<file path="config.mk">
export PLATFORM = sky130hd
export DESIGN_NAME = pwm_level_ctrl
export DESIGN_NICKNAME = d
export VERILOG_FILES = /design/src/rtl/pwm_level_ctrl.sv
export SDC_FILE = /design/constraint.sdc
export NUM_CORES = 1
export LEC_CHECK = 0
export CAP_MARGIN = 15
export CORE_MARGIN = 4
export CORE_UTILIZATION = 55
export CTS_CLUSTER_DIAMETER = 60
export DETAILED_ROUTE_END_ITERATION = 8
export PLACE_DENSITY = 0.81
export SETUP_SLACK_MARGIN = 0.15
export SKIP_CTS_REPAIR_TIMING = 1
export SLEW_MARGIN = 20
export SYNTH_ARGS = -nofsm -noshare
export SYNTH_HDL_FRONTEND = slang
export SYNTH_SLANG_ARGS = --single-unit
export TNS_END_PERCENT = 50
</file>
<file path="constraint.sdc">
create_clock -name clk -period 3.3 [get_ports clk]
set_clock_uncertainty 0.2 [all_clocks]
set_input_delay 0.33 -clock clk [delete_from_list [all_inputs] [get_ports clk]]
set_output_delay 0.33 -clock clk [all_outputs]
set_load 0.03 [all_outputs]
</file>
<file path="src/rtl/pwm_level_ctrl.sv">
// pwm_level_ctrl: keyboard-driven PWM level controller.
// Two raw push-buttons are synchronised, debounced and turned into level
// requests. Each request is parked in a one-deep pending flag and committed
// only at a PWM period boundary, so the duty level steps at most once per
// period. One-cycle inc_o/dec_o strobes let a mirrored level register track us.
//
// Build option: define PWM_AUTO_REPEAT_EN to compile in key auto-repeat
// (PRESSED -> REPEAT after REPEAT_DELAY, then one event every REPEAT_RATE).
// Without it each debounced press yields exactly one event.

// Per-key front end: 2-flop synchroniser, debounce counter and press FSM.
// evt_o is a registered one-cycle event pulse.
module pwm_key_chan #(
  parameter int DEB_CYCLES = 4
`ifdef PWM_AUTO_REPEAT_EN
  ,
  parameter int REPEAT_DELAY = 16,
  parameter int REPEAT_RATE  = 4
`endif
) (
  input  logic clk,
  input  logic rst,
  input  logic key_raw,
  output logic evt_o
);

  typedef enum logic [1:0] {
    ST_IDLE    = 2'd0,
    ST_PRESSED = 2'd1,
    ST_REPEAT  = 2'd2
  } key_state_t;

  logic       sync1_q;
  logic       sync2_q;
  logic       deb_q;
  logic       deb_d;
  logic [7:0] deb_cnt_q;
  logic [7:0] deb_cnt_d;
  logic [8:0] deb_cnt_inc;
  logic       deb_rise;
  logic       deb_fall;
  key_state_t state_q;
  logic       evt_q;
`ifdef PWM_AUTO_REPEAT_EN
  logic [15:0] rpt_cnt_q;
  logic [16:0] rpt_inc;
`endif

  // Two-flop synchroniser for the asynchronous raw button.
  always_ff @(posedge clk or posedge rst) begin
    if (rst) begin
      sync1_q <= 1'b0;
      sync2_q <= 1'b0;
    end else begin
      sync1_q <= key_raw;
      sync2_q <= sync1_q;
    end
  end

  // Debounce: count consecutive disagreeing samples; flip after DEB_CYCLES.
  always_comb begin
    deb_d       = deb_q;
    deb_cnt_d   = 8'd0;
    deb_cnt_inc = {1'b0, deb_cnt_q} + 9'd1;
    if (sync2_q != deb_q) begin
      if (deb_cnt_inc == 9'(DEB_CYCLES)) begin
        deb_d = sync2_q;
      end else begin
        deb_cnt_d = deb_cnt_inc[7:0];
      end
    end
  end

  assign deb_rise = deb_d & ~deb_q;
  assign deb_fall = ~deb_d & deb_q;

  // Debounce state registers.
  always_ff @(posedge clk or posedge rst) begin
    if (rst) begin
      deb_q     <= 1'b0;
      deb_cnt_q <= 8'd0;
    end else begin
      deb_q     <= deb_d;
      deb_cnt_q <= deb_cnt_d;
    end
  end

`ifdef PWM_AUTO_REPEAT_EN
  assign rpt_inc = {1'b0, rpt_cnt_q} + 17'd1;
`endif

  // Press FSM; the event is issued on the same edge the debounced state rises,
  // so a clean edge shows up as an event 2 + DEB_CYCLES clocks later.
  always_ff @(posedge clk or posedge rst) begin
    if (rst) begin
      state_q   <= ST_IDLE;
      evt_q     <= 1'b0;
`ifdef PWM_AUTO_REPEAT_EN
      rpt_cnt_q <= 16'd0;
`endif
    end else begin
      evt_q <= 1'b0;
      if (deb_fall) begin
        state_q   <= ST_IDLE;
`ifdef PWM_AUTO_REPEAT_EN
        rpt_cnt_q <= 16'd0;
`endif
      end else begin
        case (state_q)
          ST_IDLE: begin
            if (deb_rise) begin
              state_q   <= ST_PRESSED;
              evt_q     <= 1'b1;
`ifdef PWM_AUTO_REPEAT_EN
              rpt_cnt_q <= 16'd0;
`endif
            end
          end
          ST_PRESSED: begin
`ifdef PWM_AUTO_REPEAT_EN
            if (rpt_inc == 17'(REPEAT_DELAY)) begin
              state_q   <= ST_REPEAT;
              evt_q     <= 1'b1;
              rpt_cnt_q <= 16'd0;
            end else begin
              rpt_cnt_q <= rpt_inc[15:0];
            end
`else
            state_q <= ST_PRESSED;
`endif
          end
          ST_REPEAT: begin
`ifdef PWM_AUTO_REPEAT_EN
            if (rpt_inc == 17'(REPEAT_RATE)) begin
              evt_q     <= 1'b1;
              rpt_cnt_q <= 16'd0;
            end else begin
              rpt_cnt_q <= rpt_inc[15:0];
            end
`else
            state_q <= ST_IDLE;
`endif
          end
          default: state_q <= ST_IDLE;
        endcase
      end
    end
  end

  assign evt_o = evt_q;

endmodule

// Top: period counter, pending flags, level register and PWM decode.
module pwm_level_ctrl #(
  parameter int MAX_LEVEL    = 10,
  parameter int RESET_LEVEL  = 5,
  parameter int DEB_CYCLES   = 4,
  parameter int REPEAT_DELAY = 16,
  parameter int REPEAT_RATE  = 4
) (
  input  logic       clk,
  input  logic       rst,
  input  logic       key_inc,
  input  logic       key_dec,
  output logic       pwm_out,
  output logic [3:0] level,
  output logic       inc_o,
  output logic       dec_o
);

  localparam logic [3:0] MAX_L = 4'(MAX_LEVEL);
  localparam logic [3:0] RST_L = 4'(RESET_LEVEL);

  logic       evt_inc;
  logic       evt_dec;
  logic       boundary;
  logic [3:0] cnt_q;
  logic [3:0] cnt_d;
  logic [3:0] level_q;
  logic [3:0] level_d;
  logic       pend_inc_q;
  logic       pend_inc_d;
  logic       pend_dec_q;
  logic       pend_dec_d;
  logic       inc_q;
  logic       inc_d;
  logic       dec_q;
  logic       dec_d;

  pwm_key_chan #(
    .DEB_CYCLES  (DEB_CYCLES)
`ifdef PWM_AUTO_REPEAT_EN
    ,
    .REPEAT_DELAY(REPEAT_DELAY),
    .REPEAT_RATE (REPEAT_RATE)
`endif
  ) u_key_inc (
    .clk    (clk),
    .rst    (rst),
    .key_raw(key_inc),
    .evt_o  (evt_inc)
  );

  pwm_key_chan #(
    .DEB_CYCLES  (DEB_CYCLES)
`ifdef PWM_AUTO_REPEAT_EN
    ,
    .REPEAT_DELAY(REPEAT_DELAY),
    .REPEAT_RATE (REPEAT_RATE)
`endif
  ) u_key_dec (
    .clk    (clk),
    .rst    (rst),
    .key_raw(key_dec),
    .evt_o  (evt_dec)
  );

  // Next-state: counter wrap, boundary commit, then re-arm flags from events
  // arriving in the boundary cycle so they are served one period later.
  always_comb begin
    boundary   = (cnt_q == MAX_L);
    cnt_d      = boundary ? 4'd1 : cnt_q + 4'd1;
    level_d    = level_q;
    inc_d      = 1'b0;
    dec_d      = 1'b0;
    pend_inc_d = pend_inc_q | evt_inc;
    pend_dec_d = pend_dec_q | evt_dec;
    if (boundary) begin
      pend_inc_d = evt_inc;
      pend_dec_d = evt_dec;
      if (pend_inc_q && !pend_dec_q) begin
        if (level_q < MAX_L) begin
          level_d = level_q + 4'd1;
          inc_d   = 1'b1;
        end
      end else if (pend_dec_q && !pend_inc_q) begin
        if (level_q != 4'd0) begin
          level_d = level_q - 4'd1;
          dec_d   = 1'b1;
        end
      end
    end
  end

  // Level, counter, pending flags and strobes.
  always_ff @(posedge clk or posedge rst) begin
    if (rst) begin
      cnt_q      <= 4'd0;
      level_q    <= RST_L;
      pend_inc_q <= 1'b0;
      pend_dec_q <= 1'b0;
      inc_q      <= 1'b0;
      dec_q      <= 1'b0;
    end else begin
      cnt_q      <= cnt_d;
      level_q    <= level_d;
      pend_inc_q <= pend_inc_d;
      pend_dec_q <= pend_dec_d;
      inc_q      <= inc_d;
      dec_q      <= dec_d;
    end
  end

  // Level 0 is full duty, MAX_LEVEL is off; counter 0 (reset) never drives high.
  assign pwm_out = (cnt_q > level_q);
  assign level   = level_q;
  assign inc_o   = inc_q;
  assign dec_o   = dec_q;

endmodule

</file>
==> impl_metrics.tcl, run 1 <==
set metrics [dict create \
    cts_tree "yes" \
    n_antenna_cell 0 \
    io_pins 11 \
    die_h_microns 67.36 \
    synth-seq-area-share 0.4919 \
    synthMuxAreaShare 0.01679 \
    overflow 0 \
    cts_max_path_buffers 2 \
    clock_latency_ns 0.34 \
    end_kind "output pin" \
    p_leak_uw 0.001011 \
    nets 218 \
    ys_seq_elements 38 \
    pre_cts_slack_ns 0.6995 \
    ff2ff_path_depth 6 \
    synth_most_common_cell "dfrtp_1" \
    synth_cells 184 \
    synth_enable_flop_cells 0 \
    worst-setup-path-type "reg2out" \
    min_period_ns 2.981 \
    yosys.area_share.simple 0.1917 \
    synth_top_family_by_area "simple AND/OR/NAND/NOR gates" \
    startpoint_type "flip-flop" \
    drv_cap 0 \
    cts_inserted_buffers 5 \
    drtPass1Iterations 4 \
    worstReg2RegEnd "u_key_inc.deb_cnt_q[2]" \
    synthTopCellsByCount "dfrtp_1 (36), nor2_1 (17), inv_1 (15)" \
    clock-root-buffer "clkbuf_4" \
    drcViolationCount 0 \
    synth_cell_types 43 \
    h-tree-depth 2 \
    start_util 0.5763 \
    fill_cells 279 \
    relSlewSlack 0.5735 \
    fin_tns_setup_ns 0 \
    irDropWorstVdd_v 0.0003972 \
    critPathBufInv 2 \
    grt_pass1_wl_microns 5851 \
    hp-class "in2async" \
    yosysTopAreaCellShare 0.4648 \
    clk_pin_slew_ns 0.11 \
    reg2reg_slack_ns 1.21 \
    rows 21 \
    setup_viol 0 \
    ys_warn_count 0 \
    yosys.area.top_type "dfrtp_1" \
    syn-mean-instance-area_sq_um 10.53 \
    wl_per_cell_microns 13.04 \
    path_max_fanout 7 \
    port-buffer-count 10 \
    rsz0062_at_grt "false" \
    synthAdderAreaFrac 0.08780 \
    area_growth_pct 11.36 \
    via_count 1381 \
    max_clock_freq_ghz 0.3355 \
    place.gp.congestion 0.8683 \
    async_reset_ff_frac 1.000 \
    wirelength_microns 3234 \
    ys.flop_type "dfrtp_1" \
    hold_viol_final 0 \
    r2r_start "u_key_inc.deb_cnt_q[0]" \
    grt_max_degree 29 \
    antenna_found_initial 0 \
    fin_ws_ns 0.3193 \
    period_share 0.9033 \
    track_usage 0.1722 \
    die_x_microns 67.36 \
    status "completed" \
    initialDrtViolationCount 159 \
    cp.required_ns 2.77 \
    critical_path_arrival_ns 2.45 \
    syn_nets 201 \
    synth_xor_area_frac 0.08586 \
    worstPathCellList "inv_1 > ha_1 > nor2b_1 > o21ai_0 > nand2b_1 > a21oi_1 > a41oi_1 > clkdlybuf4s50_1" \
    critPathMaxStageDelay_ns 0.60 \
    critical-path-top-delay-family "buffers and inverters" \
    worst_slew_pin_slew_ns 0.6352 \
    dieArea_sq_um 4537 \
    antenna_left 0 \
    grt_pass1_vias 1367 \
    numClockSinks 38 \
    drv_slew 0 \
    cp_slowest_cell "clkdlybuf4s50_1" \
    hpwl_microns 2431 \
    viasPerCell 5.569 \
    drive_gt1_frac 0.07921 \
    synth_compound_gate_area_share 0.09425 \
    syn-cell-area_sq_um 1938 \
    p_per_area_nw_per_um2 511.4 \
    core_sq_um 3363 \
    synthTopCellsByArea "dfrtp_1 (46%), ha_1 (7.7%), xnor2_1 (4.5%), xor2_1 (4.1%), nor2_1 (3.3%)" \
]
-- worst register-to-register path: stages (launching register included) --
cell and delay, ns:
dfrtp_1 0.45, ha_1 0.29, xnor2_1 0.16, nand4_1 0.16, a211o_1 0.32, o21ai_1 0.30
nor2b_1 0.09
-- cell type report --
class / instances / area [sq um] / share of cell area
clock inverters: 1 / 5.005 / 0.002319
inverters: 15 / 56.30 / 0.02609
well taps: 46 / 57.56 / 0.02667
multi-input cells: 130 / 923.4 / 0.4278
flip-flops and latches: 38 / 953.4 / 0.4417
clock buffers: 7 / 55.05 / 0.02551
repair buffers: 11 / 107.6 / 0.04985
-- report_power, final --
part | switching, uW | internal (uW) | total [uW] | leakage [uW]
clock network | 147 | 103 | 250 | 0.0000353
registers | 69.4 | 519 | 588 | 0.000499
logic | 147 | 118 | 265 | 0.000477
total | 363 | 741 | 1100 | 0.00101
-- registers in the layout, indices dropped and copies added, names as in the netlist, 4 cells and up --
name                 flops
u_key_inc.deb_cnt_q      8
cnt_q                    4
u_key_dec.deb_cnt_q      8
level                    4
-- cells in the final DEF, fill, tap and decap left out, drive strengths merged, types with 3 or more instances in the layout --
| cell | count |
|---|---|
| xnor2 | 10 |
| nand3 | 9 |
| and2 | 3 |
| ha | 12 |
| nand4 | 3 |
| o21ai | 10 |
| inv | 15 |
| nor3 | 6 |
| clkbuf | 7 |
| nor2 | 18 |
| clkdlybuf4s50 | 10 |
| a21o | 3 |
| nand2 | 9 |
| xor2 | 9 |
| nor3b | 3 |
| a21oi | 6 |
| dfrtp | 36 |
-- how the worst max path moves through the flow --
stage,cells past startpoint,to,slack [ns],from
after floorplan,7,pwm_out,0.97,level[1]
after global placement,8,pwm_out,0.83,level[1]
after detailed placement,8,pwm_out,0.70,level[1]
after CTS,8,pwm_out,0.30,level[1]
after global routing,8,pwm_out,0.17,level[1]
final,8,pwm_out,0.32,level[1]
-- per-layer routing --
metal / track usage / wire, microns / part of all wire / vias to the layer above
met4: 0.08354 / 65 / 0.020 / 0
li1: - / - / - / 674
met3: 0.03494 / 111 / 0.034 / 7
met1: 0.2063 / 1447 / 0.45 / 675
met2: 0.2945 / 1608 / 0.50 / 25
met5: 0 / 0 / 0 / -
-- logic make-up (layout without fill, tap and decap cells) --
family / after synthesis / after routing
fa+ha+maj: 13 / 13
simple gates: 66 / 66
xor+xnor: 19 / 19
mux: 3 / 3
flops: 38 / 38
compound gates: 29 / 29
buf+inv: 16 / 34
-- per-stage QoR --
stage	instances	utilization	area, sq um	hold slack, ns	total power (uW)
after detailed placement	240	0.6239	2098	0.1371	863.9
after global routing	248	0.6417	2158	0.09388	1187
after CTS	248	0.6417	2158	0.05330	1120
after global placement	240	0.6239	2098	0.1340	841.5
after floorplan	184	-	1938	0.1312	787.8
final	248	0.6417	2158	0.05380	1104
Note: power is estimated with default switching activity, not from simulation.
==> run 2: changes to the inputs <==
CAP_MARGIN = 20   (was 15)
GPL_TIMING_DRIVEN = 1   (was not set)
==> results of run 2 <==
Same layout as run 1: the final DEF is identical, and so are final timing and power.
